--- src/rtl/param_cmd_fifo_pkg.sv ---
// Shared sizing helpers and the status bundle consumed by the command executor.
package param_cmd_fifo_pkg;

    typedef struct packed {
        logic empty;
        logic full;
        logic almost_full;
        logic overflow;
        logic underflow;
    } fifo_status_t;

    function automatic int unsigned ptr_w(input int unsigned depth);
        return (depth > 1) ? $clog2(depth) : 1;
    endfunction

    function automatic int unsigned cnt_w(input int unsigned depth);
        return $clog2(depth) + 1;
    endfunction

    function automatic bit is_pow2(input int unsigned v);
        return (v != 0) && ((v & (v - 1)) == 0);
    endfunction

endpackage

--- src/rtl/param_cmd_fifo_if.sv ---
// Writer/reader handshake bundle between the input decoder and the command executor.
interface param_cmd_fifo_if
    import param_cmd_fifo_pkg::*;
#(
    parameter int unsigned DATA_W = 5,
    parameter int unsigned DEPTH  = 8
);
    localparam int unsigned CNT_W = cnt_w(DEPTH);

    logic              we;
    logic              re;
    logic              del;
    logic [DATA_W-1:0] data_in;
    logic [DATA_W-1:0] data_out;
    logic              valid_out;
    logic              empty;
    logic              full;
    logic              almost_full;
    logic [CNT_W-1:0]  count;
    logic              overflow;
    logic              underflow;

    modport master (
        output we, re, del, data_in,
        input  data_out, valid_out, empty, full, almost_full, count, overflow, underflow
    );

    modport slave (
        input  we, re, del, data_in,
        output data_out, valid_out, empty, full, almost_full, count, overflow, underflow
    );

endinterface

--- src/rtl/param_cmd_fifo_ram.sv ---
// DEPTH x DATA_W simple dual-port RAM: synchronous write, registered read (read-before-write).
module param_cmd_fifo_ram
    import param_cmd_fifo_pkg::*;
#(
    parameter int unsigned DATA_W = 5,
    parameter int unsigned DEPTH  = 8
) (
    input  logic                     clk,
    input  logic                     rst,
    input  logic                     wr_en_i,
    input  logic [ptr_w(DEPTH)-1:0]  wr_addr_i,
    input  logic [DATA_W-1:0]        wr_data_i,
    input  logic                     rd_en_i,
    input  logic [ptr_w(DEPTH)-1:0]  rd_addr_i,
    output logic [DATA_W-1:0]        rd_data_o
);
    logic [DATA_W-1:0] mem_q [DEPTH];
    logic [DATA_W-1:0] rd_data_q;

    always_ff @(posedge clk) begin
        if (wr_en_i) begin
            mem_q[wr_addr_i] <= wr_data_i;
        end
    end

    // Output register only is reset; the array keeps its contents.
    always_ff @(posedge clk) begin
        if (rst) begin
            rd_data_q <= '0;
        end else if (rd_en_i) begin
            rd_data_q <= mem_q[rd_addr_i];
        end
    end

    assign rd_data_o = rd_data_q;

endmodule

--- src/rtl/param_cmd_fifo.sv ---
// Command FIFO control: pointers, occupancy, registered flags, undo/replace of newest entry.
module param_cmd_fifo
    import param_cmd_fifo_pkg::*;
#(
    parameter int unsigned DATA_W       = 5,
    parameter int unsigned DEPTH        = 8,
    parameter int unsigned AFULL_THRESH = 6
) (
    input logic             clk,
    input logic             rst,
    param_cmd_fifo_if.slave bus
);
    localparam int unsigned PTR_W = ptr_w(DEPTH);
    localparam int unsigned CNT_W = cnt_w(DEPTH);

    generate
        if (!is_pow2(DEPTH) || DEPTH < 2 || AFULL_THRESH < 1 || AFULL_THRESH > DEPTH) begin : g_bad_params
            $error("param_cmd_fifo: DEPTH must be a power of 2 >= 2 and AFULL_THRESH in 1..DEPTH");
        end
    endgenerate

    logic [PTR_W-1:0] rd_ptr_q, rd_ptr_d;
    logic [PTR_W-1:0] wr_ptr_q, wr_ptr_d;
    logic [CNT_W-1:0] count_q, count_d;
    logic             valid_q;
    fifo_status_t     status_q, status_d;

    logic             re_ok;
    logic             has_newest;
    logic             wr_plain;
    logic             wr_acc;
    logic             replace;
    logic             del_acc;
    logic             ram_we;
    logic [PTR_W-1:0] ram_waddr;

    // "Newest" must survive a same-edge pop, hence the threshold of 1 when reading.
    always_comb begin
        re_ok      = bus.re & ~status_q.empty;
        has_newest = count_q > CNT_W'(re_ok);
        replace    = bus.we & bus.del & has_newest;
        wr_plain   = bus.we & ~replace;
        wr_acc     = wr_plain & (~status_q.full | re_ok);
        del_acc    = bus.del & ~bus.we & has_newest;
        ram_we     = wr_acc | replace;
        ram_waddr  = replace ? (wr_ptr_q - PTR_W'(1)) : wr_ptr_q;

        rd_ptr_d = rd_ptr_q + PTR_W'(re_ok);
        wr_ptr_d = wr_ptr_q + PTR_W'(wr_acc) - PTR_W'(del_acc);
        count_d  = count_q + CNT_W'(wr_acc) - CNT_W'(re_ok) - CNT_W'(del_acc);

        status_d             = status_q;
        status_d.empty       = (count_d == '0);
        status_d.full        = (count_d == CNT_W'(DEPTH));
        status_d.almost_full = (count_d >= CNT_W'(AFULL_THRESH));
        status_d.overflow    = status_q.overflow | (wr_plain & status_q.full & ~re_ok);
        status_d.underflow   = status_q.underflow | (status_q.empty & (bus.re | (bus.del & ~bus.we)));
    end

    always_ff @(posedge clk) begin
        if (rst) begin
            rd_ptr_q <= '0;
            wr_ptr_q <= '0;
            count_q  <= '0;
            valid_q  <= 1'b0;
            status_q <= '{empty: 1'b1, default: 1'b0};
        end else begin
            rd_ptr_q <= rd_ptr_d;
            wr_ptr_q <= wr_ptr_d;
            count_q  <= count_d;
            valid_q  <= re_ok;
            status_q <= status_d;
        end
    end

    param_cmd_fifo_ram #(
        .DATA_W (DATA_W),
        .DEPTH  (DEPTH)
    ) u_ram (
        .clk       (clk),
        .rst       (rst),
        .wr_en_i   (ram_we & ~rst),
        .wr_addr_i (ram_waddr),
        .wr_data_i (bus.data_in),
        .rd_en_i   (re_ok),
        .rd_addr_i (rd_ptr_q),
        .rd_data_o (bus.data_out)
    );

    assign bus.valid_out   = valid_q;
    assign bus.empty       = status_q.empty;
    assign bus.full        = status_q.full;
    assign bus.almost_full = status_q.almost_full;
    assign bus.count       = count_q;
    assign bus.overflow    = status_q.overflow;
    assign bus.underflow   = status_q.underflow;

endmodule
--- src/flat_wrapper.sv ---
// flat-port wrapper written by rule: the top's interface ports become plain ports
module param_cmd_fifo_flat import param_cmd_fifo_pkg::*;
#(
    parameter int unsigned DATA_W       = 5,
    parameter int unsigned DEPTH        = 8,
    parameter int unsigned AFULL_THRESH = 6
)
  (clk, rst, bus_we, bus_re, bus_del, bus_data_in, bus_data_out, bus_valid_out, bus_empty, bus_full, bus_almost_full, bus_count, bus_overflow, bus_underflow);
  param_cmd_fifo_if #(.DATA_W(DATA_W), .DEPTH(DEPTH)) bus_i ();
  input logic clk;
  input logic rst;
  input wire logic [$bits(bus_i.we)-1:0] bus_we;
  input wire logic [$bits(bus_i.re)-1:0] bus_re;
  input wire logic [$bits(bus_i.del)-1:0] bus_del;
  input wire logic [$bits(bus_i.data_in)-1:0] bus_data_in;
  output wire logic [$bits(bus_i.data_out)-1:0] bus_data_out;
  output wire logic [$bits(bus_i.valid_out)-1:0] bus_valid_out;
  output wire logic [$bits(bus_i.empty)-1:0] bus_empty;
  output wire logic [$bits(bus_i.full)-1:0] bus_full;
  output wire logic [$bits(bus_i.almost_full)-1:0] bus_almost_full;
  output wire logic [$bits(bus_i.count)-1:0] bus_count;
  output wire logic [$bits(bus_i.overflow)-1:0] bus_overflow;
  output wire logic [$bits(bus_i.underflow)-1:0] bus_underflow;
  assign bus_i.we = bus_we;
  assign bus_i.re = bus_re;
  assign bus_i.del = bus_del;
  assign bus_i.data_in = bus_data_in;
  assign bus_data_out = bus_i.data_out;
  assign bus_valid_out = bus_i.valid_out;
  assign bus_empty = bus_i.empty;
  assign bus_full = bus_i.full;
  assign bus_almost_full = bus_i.almost_full;
  assign bus_count = bus_i.count;
  assign bus_overflow = bus_i.overflow;
  assign bus_underflow = bus_i.underflow;
  param_cmd_fifo #(.DATA_W(DATA_W), .DEPTH(DEPTH), .AFULL_THRESH(AFULL_THRESH)) u_core (.clk(clk), .rst(rst), .bus(bus_i));
endmodule
--- config.mk ---
export PLATFORM = sky130hd
export DESIGN_NAME = param_cmd_fifo_flat
export DESIGN_NICKNAME = d
export VERILOG_FILES = /design/src/rtl/param_cmd_fifo_pkg.sv /design/src/rtl/param_cmd_fifo_if.sv /design/src/rtl/param_cmd_fifo_ram.sv /design/src/rtl/param_cmd_fifo.sv /design/src/flat_wrapper.sv
export SDC_FILE = /design/constraint.sdc
export NUM_CORES = 1
export LEC_CHECK = 0
export CORE_MARGIN = 5
export CORE_UTILIZATION = 40
export DETAILED_ROUTE_END_ITERATION = 7
export DONT_BUFFER_PORTS = 1
export GPL_TIMING_DRIVEN = 1
export SKIP_LAST_GASP = 1
export SYNTH_ARGS = -nofsm -noshare
export SYNTH_HDL_FRONTEND = slang
export SYNTH_SLANG_ARGS = --single-unit
--- constraint.sdc ---
create_clock -name clk -period 3.61 [get_ports clk]
set_clock_uncertainty 0.1 [all_clocks]
set_input_delay 1.083 -clock clk [delete_from_list [all_inputs] [get_ports clk]]
set_output_delay 1.083 -clock clk [all_outputs]
set_load 0.02 [all_outputs]
==> impl_metrics.ini <==
[floorplan]
dieArea_um2 = 8120
core_um2 = 6310
pin_count = 25
fp.dieH_um = 90.1
die_width_um = 90.1
initial_core_util = 0.407
rows = 29

[place]
place_hpwl_mm = 3.36
place_congestion = 0.773
dp_slack_ns = -0.0197
placed_area_um2 = 2700
dp.cells = 258
io_buffers = 0

[global_routing]
top_usage_layer = met2
grt_max_degree = 21
grt_pass1_vias = 1551
globalRouteMet2Util = 0.205
grt_overflow = 0
grt_pass1_wl_mm = 7.93
use_met3 = 0.0534
track_usage = 0.126
antenna_found_initial = 0
grtUsageMet1 = 0.147

[drt]
drcViolationCount = 0
post_drt_wl_per_cell_um = 17.7
drt_iter0_markers = 59
first_pass_iters = 4
totalWireLength_mm = 4.84
ant_nets = 0
routed-via-count = 1473
vias_per_cell = 5.38

[logic_synthesis]
yosys.area.top_type = edfxtp_1
ys_seq_area_frac = 0.632
ys_async_sr_fraction = 0
ys_top_cells_by_area = edfxtp_1, dfxtp_1, mux4_2
synthFlopType = edfxtp_1
synth_edf_count = 40
syn_area_um2 = 2570
synth_seq_cells = 61
netlist_instances = 178
avgSynthCellArea_um2 = 14.4
yosys_warnings = 0
synth_top_area_frac = 0.468
synth_nets = 199
yosysUniqueCellTypes = 33

[critical_path]
reg2reg_slack_ns = 0.42
cp.required_ns = 3.79
cp.arrival_ns = 3.48
crit_type = primary input to register
cp-end-kind = register
start_kind = primary input
worstPathMaxFanout = 6

[timing]
max_freq_ghz = 0.303
fin_ws_ns = 0.308
rsz0062_at_grt = false
fin_crit_sh = 0.915
period_minus_slack_ns = 3.30
setup_viol = 0
whs_ns = 0.498
finalSetupTns_ns = 0
drv_slew = 0
finalHoldViolations = 0
slew_headroom = 0.477
tightest_slew_ns = 0.783

[layout]
num_antenna_cells = 0
final.fill_count = 574
layout-drive-gt1-share = 0.198
instances_no_fill = 274
area_delta_synth_final_pct = 13.0
post-route-util = 0.460
final_area_um2 = 2900
final_nets = 213

[clock_network]
ctsLongestPathBuffers = 2
numCtsBuffers = 9
cts_setup_buffers = 0
clock-sinks = 61
cts_tree = done
cts-hold-fix-buffers = 0
ctsResizeCount = 0
clock_latency_ns = 0.33
path_clk_slew_ns = 0.07
root_buffer = clkbuf_8
h-tree-depth = 3

[power_and_ir_drop]
p_leak_nw = 1.04
powerDensity_nw_per_um2 = 774
ir_drop_mv = 0.353
p_total_mw = 2.25
p_sw_frac = 0.343
p_seq_frac = 0.453
p_clk_frac = 0.265
p_switching_mw = 0.769
comb_power_share = 0.282
intPower_mw = 1.48

[flow_run]
drv_cap = 0

[hold_path]
hp-class = register to register

[outcome]
outcome = complete, no violations
[kinds of logic after synthesis]
logic type	share of synthesized area
AOI/OAI and AO/OA	0.0692
xor gates and xnor gates	0.0239
adders and majority gates	0.0624
buffers and inverters	0.0341
DFF	0.632
muxes	0.0955
and+or+nand+nor	0.0833
[per-layer routing]
metal,part of all wire,vias to the layer above
met5,0,-
met4,0.016,0
met3,0.056,10
met2,0.51,33
met1,0.42,739
li1,-,691
[synthesized netlist by cell type, types with 4 or more instances]
cell       n
edfxtp_1  40
dfxtp_1   21
nor2_1    16
inv_1     13
mux4_2    10
a211oi_1   8
ha_1       8
nor3_1     6
nor2b_1    5
o22ai_1    5
xnor2_1    5
o211ai_1   4
[power by group through the flow]
stage	clock (mW)	combinational, mW	sequential (mW)
2_1_floorplan	0	0.517	0.991
3_3_place_gp	0	0.590	1.03
3_5_place_dp	0	0.631	1.04
4_1_cts	0.607	0.636	1.02
5_1_grt	0.641	0.715	1.04
6_report	0.595	0.633	1.02
[layout make-up]
class,instances,area (um^2),area share
Clock inverter,7,73.8,0.0254
Timing Repair Buffer,10,75.1,0.0259
Inverter,14,52.6,0.0181
Clock buffer,9,124,0.0427
Tap cell,77,96.3,0.0332
Sequential cell,61,1620,0.559
Multi-Input combinational cell,96,858,0.296
[cell usage in the layout, fill, tap and decap left out]
master | synthesis | routed
buf_4 | 0 | 10
o22ai_1 | 5 | 5
xnor2_1 | 5 | 5
mux4_2 | 10 | 10
mux2i_1 | 2 | 2
a41oi_1 | 1 | 1
ha_1 | 8 | 8
or4_1 | 1 | 1
a21oi_1 | 3 | 3
inv_6 | 0 | 1
dfxtp_1 | 21 | 21
inv_1 | 13 | 13
nand3_1 | 1 | 1
nand4_1 | 2 | 2
a21o_1 | 2 | 2
nand2_1 | 3 | 3
nor3_1 | 6 | 6
nand2b_4 | 1 | 1
nand2b_1 | 3 | 3
nor2b_1 | 5 | 5
o2bb2ai_1 | 1 | 1
clkinvlp_4 | 0 | 1
a211oi_1 | 8 | 8
and2_1 | 2 | 2
clkbuf_8 | 0 | 9
a2bb2oi_1 | 1 | 1
fa_1 | 3 | 3
inv_2 | 1 | 1
or4_4 | 1 | 1
edfxtp_1 | 40 | 40
nor2_1 | 16 | 16
o211ai_1 | 4 | 4
clkinv_2 | 0 | 2
bufinv_16 | 0 | 1
clkinv_4 | 0 | 2
xor2_1 | 2 | 2
[final timing paths]
kind	from	to	depth (start not counted)
setup reg to reg	u_core.bus.count[2]	u_core.bus.full	13
hold / removal	u_core.bus.underflow	u_core.bus.underflow	2
hold reg to reg	u_core.bus.underflow	u_core.bus.underflow	2
setup / recovery	bus_re	u_core.bus.full	12
[critical path, stage by stage]
cell	delay (ns)
nand2b_4	0.06
inv_2	0.06
a2bb2oi_1	0.26
nand3_1	0.17
fa_1	0.39
ha_1	0.28
inv_1	0.04
ha_1	0.20
fa_1	0.41
xor2_1	0.16
nor2_1	0.20
and2_1	0.16
[registers in the layout, indices dropped and copies added, names as in the netlist]
register	flops
u_core.bus.valid_out	1
u_core.bus.count	4
u_core.u_ram.mem_q	40
u_core.bus.almost_full	1
u_core.bus.overflow	1
u_core.bus.empty	1
u_core.bus.full	1
u_core.bus.underflow	1
u_core.wr_ptr_q	3
u_core.u_ram.rd_data_o	5
u_core.rd_ptr_q	3
No activity file was read; power rests on OpenSTA's default activity.
